**src/rtl/minicpu_sequencer.sv**
```systemverilog
// Program sequencer for the MiniCPU: issues preloaded instruction words one at a time,
// holds each word until the CPU outputs settle, and reports the run outcome.
module minicpu_sequencer #(
    parameter int DEPTH   = 16,
    parameter int AW      = 4,
    parameter int CPU_LAT = 1
) (
    input  logic          clock,
    input  logic          reset_n,
    input  logic          prog_we,
    input  logic [AW-1:0] prog_addr,
    input  logic [11:0]   prog_data,
    input  logic          start,
    input  logic [AW:0]   len,
    input  logic          halt_on_ovf,
    input  logic          abort,
    output logic [11:0]   cpu_in,
    input  logic [7:0]    cpu_out,
    input  logic          cpu_overflow,
    output logic          busy,
    output logic          done,
    output logic [1:0]    status,
    output logic [AW-1:0] pc,
    output logic [7:0]    result,
    output logic          ovf_sticky
);

    localparam int CW = 3;
    localparam logic [CW-1:0] CNT_MAX = CW'(CPU_LAT);
    localparam logic [3:0]    OP_HALT = 4'hF;

    localparam logic [1:0] ST_COMPLETE = 2'b00;
    localparam logic [1:0] ST_HALTED   = 2'b01;
    localparam logic [1:0] ST_OVFSTOP  = 2'b10;
    localparam logic [1:0] ST_ABORTED  = 2'b11;

    typedef enum logic [1:0] {
        S_IDLE,
        S_ISSUE,
        S_DONE
    } state_e;

    state_e          state_q, state_d;
    logic [11:0]     cpuIn_q, cpuIn_d;
    logic [AW-1:0]   pc_q, pc_d;
    logic [CW-1:0]   cnt_q, cnt_d;
    logic [1:0]      status_q, status_d;
    logic [7:0]      result_q, result_d;
    logic            ovfSticky_q, ovfSticky_d;

    logic [11:0]     mem_q [DEPTH];

    logic [AW-1:0]   pcNext;
    logic [AW:0]     lenMinus1;
    logic            lastWord;
    logic            nextIsHalt;

    // The store is deliberately left out of reset so a program survives a reset pulse.
    always_ff @(posedge clock) begin
        if (prog_we && state_q == S_IDLE) begin
            mem_q[prog_addr] <= prog_data;
        end
    end

    assign pcNext     = pc_q + AW'(1);
    assign lenMinus1  = len - (AW+1)'(1);
    assign lastWord   = ({1'b0, pc_q} == lenMinus1);
    assign nextIsHalt = (mem_q[pcNext][11:8] == OP_HALT);

    always_ff @(posedge clock or negedge reset_n) begin
        if (!reset_n) begin
            state_q     <= S_IDLE;
            cpuIn_q     <= 12'h000;
            pc_q        <= '0;
            cnt_q       <= '0;
            status_q    <= ST_COMPLETE;
            result_q    <= 8'h00;
            ovfSticky_q <= 1'b0;
        end else begin
            state_q     <= state_d;
            cpuIn_q     <= cpuIn_d;
            pc_q        <= pc_d;
            cnt_q       <= cnt_d;
            status_q    <= status_d;
            result_q    <= result_d;
            ovfSticky_q <= ovfSticky_d;
        end
    end

    always_comb begin
        state_d     = state_q;
        cpuIn_d     = cpuIn_q;
        pc_d        = pc_q;
        cnt_d       = cnt_q;
        status_d    = status_q;
        result_d    = result_q;
        ovfSticky_d = ovfSticky_q;

        unique case (state_q)
            S_IDLE: begin
                if (start) begin
                    status_d    = ST_COMPLETE;
                    result_d    = 8'h00;
                    ovfSticky_d = 1'b0;
                    if (len == '0) begin
                        state_d = S_DONE;
                    end else if (mem_q[0][11:8] == OP_HALT) begin
                        state_d  = S_DONE;
                        status_d = ST_HALTED;
                    end else begin
                        state_d = S_ISSUE;
                        cpuIn_d = mem_q[0];
                        pc_d    = '0;
                        cnt_d   = '0;
                    end
                end
            end

            S_ISSUE: begin
                // Abort wins over everything and skips the capture on its edge.
                if (abort) begin
                    state_d  = S_DONE;
                    status_d = ST_ABORTED;
                end else if (cnt_q == CNT_MAX) begin
                    result_d    = cpu_out;
                    ovfSticky_d = ovfSticky_q | cpu_overflow;
                    if (halt_on_ovf && cpu_overflow) begin
                        state_d  = S_DONE;
                        status_d = ST_OVFSTOP;
                    end else if (lastWord) begin
                        state_d  = S_DONE;
                        status_d = ST_COMPLETE;
                    end else if (nextIsHalt) begin
                        state_d  = S_DONE;
                        status_d = ST_HALTED;
                    end else begin
                        pc_d    = pcNext;
                        cpuIn_d = mem_q[pcNext];
                        cnt_d   = '0;
                    end
                end else begin
                    cnt_d = cnt_q + CW'(1);
                end
            end

            S_DONE: begin
                state_d = S_IDLE;
            end

            default: begin
                state_d = S_IDLE;
            end
        endcase
    end

    assign cpu_in     = cpuIn_q;
    assign pc         = pc_q;
    assign status     = status_q;
    assign result     = result_q;
    assign ovf_sticky = ovfSticky_q;
    assign busy       = (state_q == S_ISSUE);
    assign done       = (state_q == S_DONE);

endmodule
```
**config.mk**
```make
export PLATFORM = sky130hd
export DESIGN_NAME = minicpu_sequencer
export DESIGN_NICKNAME = d
export VERILOG_FILES = /design/src/rtl/minicpu_sequencer.sv
export SDC_FILE = /design/constraint.sdc
export NUM_CORES = 1
export LEC_CHECK = 0
export ABC_CLOCK_PERIOD_IN_PS = 3200
export CAP_MARGIN = 20
export CORE_MARGIN = 2
export CORE_UTILIZATION = 53
export DETAILED_ROUTE_END_ITERATION = 6
export PLACE_DENSITY = 0.78
export SETUP_SLACK_MARGIN = 0.15
export SLEW_MARGIN = 40
export SYNTH_ARGS = -nofsm -noshare
export SYNTH_HDL_FRONTEND = slang
export SYNTH_SLANG_ARGS = --single-unit
export TNS_END_PERCENT = 1
```
**constraint.sdc**
```tcl
create_clock -name clock -period 3.2 [get_ports clock]
set_clock_uncertainty 0.1 [all_clocks]
set_input_delay 0.32 -clock clock [delete_from_list [all_inputs] [get_ports clock]]
set_output_delay 0.32 -clock clock [all_outputs]
set_load 0.01 [all_outputs]
```
==> flow_summary.json, run 1 <==
{
  "initial_core_util": 0.535,
  "row_count": 49,
  "portBuffers": 64,
  "root_buffer": "clkbuf_16",
  "grt_pass1_wl_um": 33300,
  "firstDrtPassIters": 5,
  "hold_slack_ns": 0.115,
  "cp_slowest_cell": "dfrtp_4",
  "ant_nets": 0,
  "fin_area_sq_um": 11700,
  "ys_ff_latch": 224,
  "drtIter0Drc": 652,
  "synthFlopType": "edfxtp_1",
  "dp_hpwl_um": 13400,
  "p_leak_nw": 4.12,
  "track_usage": 0.223,
  "synth_mux_area_frac": 0.134,
  "finalPower_mw": 9.34,
  "grt_overflow": 0,
  "fillers": 1163,
  "synth_top_area_cell": "edfxtp_1",
  "synth_edf_count": 192,
  "async_flop_share": 0.143,
  "maxSlewHeadroom": 0.539,
  "ios": 65,
  "yosys_warnings": 0,
  "yosys.area_share.simple": 0.101,
  "avgRoutedWirePerCell_um": 22.0,
  "fin_crit_ns": 3.23,
  "synth_top_area_share": 0.604,
  "syn_to_final_growth_pct": 22.2,
  "die_w_um": 138,
  "setup_tns_ns": -0.136,
  "yosys.area_share.xor_xnor": 0.0106,
  "irDropWorstVdd_mv": 0.507,
  "cts_tree": "built",
  "core_area_sq_um": 17800,
  "drive_above_1_share": 0.212,
  "die_y_um": 138,
  "final_nets": 748,
  "setup_slack_ns": -0.0283,
  "drv_slew": 0,
  "synth_compound_area_frac": 0.0417,
  "diodes": 0,
  "tightestPinTransition_ns": 0.690,
  "synth_top_family_by_area": "multiplexers",
  "p_per_area_nw_per_um2": 801,
  "worstPathCellList": "ha_4 -> xnor2_4 -> buf_12 -> mux2i_1 -> nand4_1 -> o41ai_4 -> a21boi_2 -> o31ai_4 -> buf_4 -> buf_16 -> mux2_4",
  "gp_congestion": 0.850,
  "fmax_mhz": 310,
  "drt-total-wl_um": 21000,
  "synthAdderAreaFrac": 0.00262,
  "grt_max_degree": 70,
  "finalSetupViolations": 8,
  "place_area_sq_um": 10700,
  "antenna_found_initial": 0,
  "max_stage_delay_ns": 0.49,
  "rsz0062_at_grt": "yes",
  "synth_area_leaders": "edfxtp_1 (60%), dfrtp_1 (8.4%), mux4_2 (7.6%)",
  "start_kind": "flop",
  "seq_area_frac_synth": 0.688,
  "maxCapViolCount": 0,
  "crit_path_max_fanout": 25,
  "synth_common_cells": "edfxtp_1 (192), nand2_1 (40), mux2i_1 (37), nor3b_1 (34)",
  "syn_area_sq_um": 9540,
  "hold_path.class": "in -> async",
  "yosysMostFrequentCell": "edfxtp_1",
  "grt_pass1_vias": 5941,
  "die_area_sq_um": 19100,
  "netlist_instances": 603,
  "synth_nets": 641,
  "htree_num_levels": 1,
  "arrival_ns": 3.52,
  "viasPerCell": 6.03,
  "cts_sinks": 224,
  "cts_made_buffers": 24,
  "violations": "setup timing",
  "synthDistinctLibCells": 47,
  "drc": 0,
  "clockBufferDepth": 3,
  "crit_type": "reg -> reg",
  "vias": 5765,
  "status": "complete, but fails checks",
  "clock_latency_ns": 0.51,
  "timing.final.crit_share": 1.01,
  "path_clk_slew_ns": 0.06,
  "hold_viol_final": 0,
  "required_ns": 3.49,
  "crit_path_end_kind": "flop",
  "syn_avg_cell_area_sq_um": 15.8
}
==> worst max-delay path, delay by kind of cell (launching register included) <==
kind	cells	cell delay, ns
mux	2	0.51
xor+xnor	1	0.21
simple gates	1	0.21
flops	1	0.49
fa+ha+maj	1	0.19
buf+inv	3	0.53
compound gates	3	0.87
==> routing by layer <==
layer,wire [um],part of all wire,vias up,GRT usage
li1,-,-,2574,-
met1,8740,0.42,2870,0.317
met2,10100,0.48,276,0.362
met3,1620,0.077,45,0.0391
met4,517,0.025,0,0.0596
met5,0,0,-,0
==> cells in the final DEF (no fill, tap or decap), types with 3 or more instances in the layout <==
cell type        instances
nor2b_1                  3
mux4_2                  32
nand3_1                 13
dfrtp_1                 30
nor3_1                  20
mux2_4                   8
xnor2_1                  4
nand3b_1                17
clkinv_1                 6
nand2_1                 40
a21oi_1                 29
edfxtp_1               192
inv_1                    7
o21ai_0                 12
clkbuf_1                 5
mux2_2                   7
mux2i_1                 35
clkdlybuf4s50_1         64
nor3_2                   4
clkbuf_16               24
nand2b_1                 3
buf_4                   47
clkinv_2                 3
nor2_1                  21
o22ai_1                  4
nor3b_1                 34
buf_12                   6
xor2_1                   3
nand4_1                 11
==> worst paths after layout <==
check / from / endpoint / slack (ns) / cells after the start
max: pc[0] / cpu_in[5] / -0.03 / 11
min: reset_n / cpu_in[9] / 0.12 / 2
max reg2reg: pc[0] / cpu_in[5] / -0.03 / 11
min reg2reg: result[1] / result[1] / 0.37 / 2
max in group asynchronous: reset_n / pc[0] / 2.54 / 2
min in group clock: cpu_out[0] / result[0] / 0.27 / 3
==> registers in the layout, indices dropped and copies added (netlist names) <==
signal / cells
ovf_sticky: 1
cnt_q: 3
mem_q: 192
result: 8
state_q: 2
pc: 4
cpu_in: 12
status: 2
==> area by class of cell <==
class / instances / area (sq um) / share of cell area
clock buffers: 29 / 619 / 0.0531
clock inverters: 14 / 86.3 / 0.00740
flip-flops and latches: 224 / 6570 / 0.563
well taps: 229 / 287 / 0.0246
inverters: 7 / 26.3 / 0.00225
repair buffers: 120 / 1170 / 0.100
multi-input cells: 333 / 2910 / 0.249
==> kinds of logic (layout without fill, tap and decap cells) <==
logic type               after synthesis  in the layout
multiplexers                          86             86
AND/OR/NAND/NOR                      174            174
buffers and inverters                 46            170
adder cells (fa/ha/maj)                2              2
AO/OA/AOI/OAI                         62             62
flip-flops                           224            224
XOR/XNOR                               9              9
==> power breakdown <==
part | leakage, nW | total (mW) | switching (mW) | internal [mW]
clock network | 0.339 | 2.46 | 1.08 | 1.38
registers | 2.14 | 3.55 | 0.155 | 3.40
logic | 1.65 | 3.33 | 1.70 | 1.64
total | 4.12 | 9.34 | 2.93 | 6.42
==> timing repair <==
action | in CTS | in global routing
hold buffers | 0 | 0
buffers inserted | 13 | 1
resized for setup | 16 | 5
endpoints found under the setup margin | 16 | 20
gates cloned | 1 | 0
pin swaps | 6 | 7
==> metrics by stage <==
stage | utilization | std cells | setup slack [ns]
final | 0.654 | 956 | -0.0283
after global placement | 0.600 | 898 | 0.0360
after detailed placement | 0.600 | 898 | -0.0991
after floorplan | - | 603 | 0.0928
after CTS | 0.652 | 955 | -0.00894
after global routing | 0.654 | 956 | -0.125
No activity file was read; power rests on OpenSTA's default activity.
==> run 2, diff against run 1 <==
--- a/config.mk
+++ b/config.mk
@@ -7,7 +7,7 @@
 export LEC_CHECK = 0
 export ABC_CLOCK_PERIOD_IN_PS = 3200
 export CAP_MARGIN = 20
-export CORE_MARGIN = 2
+export CORE_MARGIN = 5
 export CORE_UTILIZATION = 53
 export DETAILED_ROUTE_END_ITERATION = 6
 export PLACE_DENSITY = 0.78
==> run 2 against run 1 <==
The flow still finishes with violations (setup timing). Largest power group unchanged. Sequential share of layout area down 0.89 points. Clock-buffer cell count decreased by 3. Non-clock buffer count up 2. Core utilization grew 1.0 points. Maximum frequency down 3.1%. Register-to-register slack lost 0.10 ns. Largest cell class unchanged. Design area up 1.6%. Worst hold slack lost 0.0016 ns.
==> flow_summary.json, run 2 (synthesis gave the netlist of run 1 again) <==
{
  "root_buffer": "clkbuf_16",
  "timing.final.crit_share": 1.04,
  "maxCapViolCount": 0,
  "crit_path_max_fanout": 9,
  "die_y_um": 144,
  "swShare": 0.305,
  "r2r_slack_ns": -0.13,
  "crit_path_end_kind": "flop",
  "p_sw_mw": 3.01,
  "fillers": 1155,
  "grt_max_degree": 101,
  "ios": 65,
  "grt_pass1_wl_um": 34100,
  "p_per_area_nw_per_um2": 833,
  "die_area_sq_um": 20800,
  "gp_congestion": 0.833,
  "finalSetupViolations": 11,
  "regMostFlops": "mem_q",
  "reg2reg_depth": 13,
  "cts_tree": "built",
  "fin_crit_ns": 3.33,
  "firstDrtPassIters": 5,
  "crit_type": "reg -> reg",
  "final_nets": 749,
  "grt_overflow": 0,
  "diodes": 0,
  "avgRoutedWirePerCell_um": 23.0,
  "syn_to_final_growth_pct": 24.2,
  "hold_viol_final": 0,
  "initial_core_util": 0.535,
  "cts_sinks": 224,
  "p_int_mw": 6.86,
  "tightestPinTransition_ns": 0.797,
  "p_leak_nw": 4.22,
  "portBuffers": 64,
  "post-place-cells": 895,
  "cpMostUsedCell": "buf_12",
  "maxSlewHeadroom": 0.467,
  "fmax_mhz": 300,
  "rsz0062_at_grt": "yes",
  "cp_slowest_cell": "dfrtp_4",
  "required_ns": 3.50,
  "irDropWorstVdd_mv": 0.800,
  "track_usage": 0.215,
  "drtIter0Drc": 567,
  "core_area_sq_um": 17800,
  "reg2reg_to": "cpu_in[0]",
  "final_common_cell": "edfxtp_1",
  "row_count": 49,
  "htree_num_levels": 1,
  "dp_hpwl_um": 13300,
  "setup_slack_ns": -0.132,
  "finalPower_mw": 9.87,
  "drt-total-wl_um": 22000,
  "status": "complete, but fails checks",
  "hold_path.class": "in -> async",
  "violations": "setup timing",
  "p_comb_frac": 0.345,
  "clockBufferDepth": 3,
  "die_w_um": 144,
  "start_kind": "flop",
  "drc": 0,
  "max_stage_delay_ns": 0.49,
  "drv_slew": 0,
  "final_core_util": 0.664,
  "vias": 5868,
  "final_cell_mix": "edfxtp_1 (192), clkdlybuf4s50_1 (64), buf_4 (46)",
  "path_clk_slew_ns": 0.06,
  "viasPerCell": 6.14,
  "rr_startpoint": "pc[0]",
  "grt_pass1_vias": 6002,
  "drive_above_1_share": 0.221,
  "worstPathCellList": "ha_4 -> xnor2_4 -> buf_12 -> buf_16 -> buf_8 -> mux2_2 -> nand4_1 -> o41ai_4 -> a21boi_2 -> o31ai_4 -> buf_6 -> buf_12 -> mux2_4",
  "clock_latency_ns": 0.52,
  "fin_cells": 956,
  "p_clk_frac": 0.295,
  "power_frac_seq": 0.360,
  "cts_made_buffers": 23,
  "arrival_ns": 3.64,
  "ant_nets": 0,
  "antenna_found_initial": 0,
  "largest_reg_flops": 192
}
-- run 2: power groups by stage --
stage	logic (mW)	clock network, mW	registers (mW)
after global placement	2.82	0	3.59
after floorplan	1.91	0	3.62
final	3.40	2.91	3.55
after global routing	3.65	3.07	3.57
after CTS	3.26	2.94	3.55
after detailed placement	2.91	0	3.60
-- run 2: what timing repair did --
item                                    in CTS  in global routing
hold endpoints to repair                     0                  0
cloned                                       3                  0
endpoints found under the setup margin      16                 21
pin swaps                                   10                  8
resized for setup                           19                  8
buffers inserted                            14                  3
hold buffers                                 0                  0
-- run 2: final cells by class --
cell class | instances | area [sq um] | share of cell area
sequential | 224 | 6570 | 0.555
timing repair buffer | 122 | 1220 | 0.103
inverter | 7 | 26.3 | 0.00222
clock inverter | 15 | 241 | 0.0204
clock buffer | 26 | 587 | 0.0495
multi-input combinational | 333 | 2920 | 0.246
tap | 229 | 287 | 0.0242
-- run 2: metal layers --
| metal | track usage | part of all wire | vias up |
|---|---|---|---|
| li1 | - | - | 2575 |
| met1 | 0.301 | 0.40 | 2957 |
| met2 | 0.351 | 0.49 | 292 |
| met3 | 0.0423 | 0.086 | 44 |
| met4 | 0.0579 | 0.022 | 0 |
| met5 | 0 | 0 | - |
-- run 2: how the worst max path moves through the flow --
stage / from / endpoint / slack (ns) / cells after the start
floorplan: pc[1] / cpu_in[5] / 0.09 / 11
global placement: pc[0] / cpu_in[3] / -0.002 / 10
detailed placement: pc[0] / cpu_in[0] / -0.08 / 9
CTS: pc[0] / cpu_in[4] / -0.04 / 12
global route: pc[0] / cpu_in[2] / -0.22 / 13
finish: pc[0] / cpu_in[0] / -0.13 / 13
-- run 2: metrics by stage --
step           hold slack (ns)   TNS, ns  area (sq um)  setup WS [ns]
4_1_cts                  0.112    -0.216         11800        -0.0380
3_5_place_dp             0.356    -0.412         10700        -0.0767
5_1_grt                  0.160     -2.11         11800         -0.218
3_3_place_gp             0.350  -0.00526         10700       -0.00221
2_1_floorplan          -0.0756         0          9600         0.0928
6_report                 0.114    -0.985         11800         -0.132
-- run 2: worst max-delay path: cells and delay by family, from the launching register on --
kind            cells  cell delay [ns]
compound gates      3             0.77
xor+xnor            1             0.15
fa+ha+maj           1             0.19
buf+inv             5             0.73
flops               1             0.49
mux                 2             0.52
simple gates        1             0.26
==> run 3, diff against run 2 <==
--- a/config.mk
+++ b/config.mk
@@ -10,6 +10,7 @@
 export CORE_MARGIN = 5
 export CORE_UTILIZATION = 53
 export DETAILED_ROUTE_END_ITERATION = 6
+export GPL_TIMING_DRIVEN = 1
 export PLACE_DENSITY = 0.78
 export SETUP_SLACK_MARGIN = 0.15
 export SLEW_MARGIN = 40
==> results of run 3 <==
Final layout, timing and power as in run 2 (identical DEF).
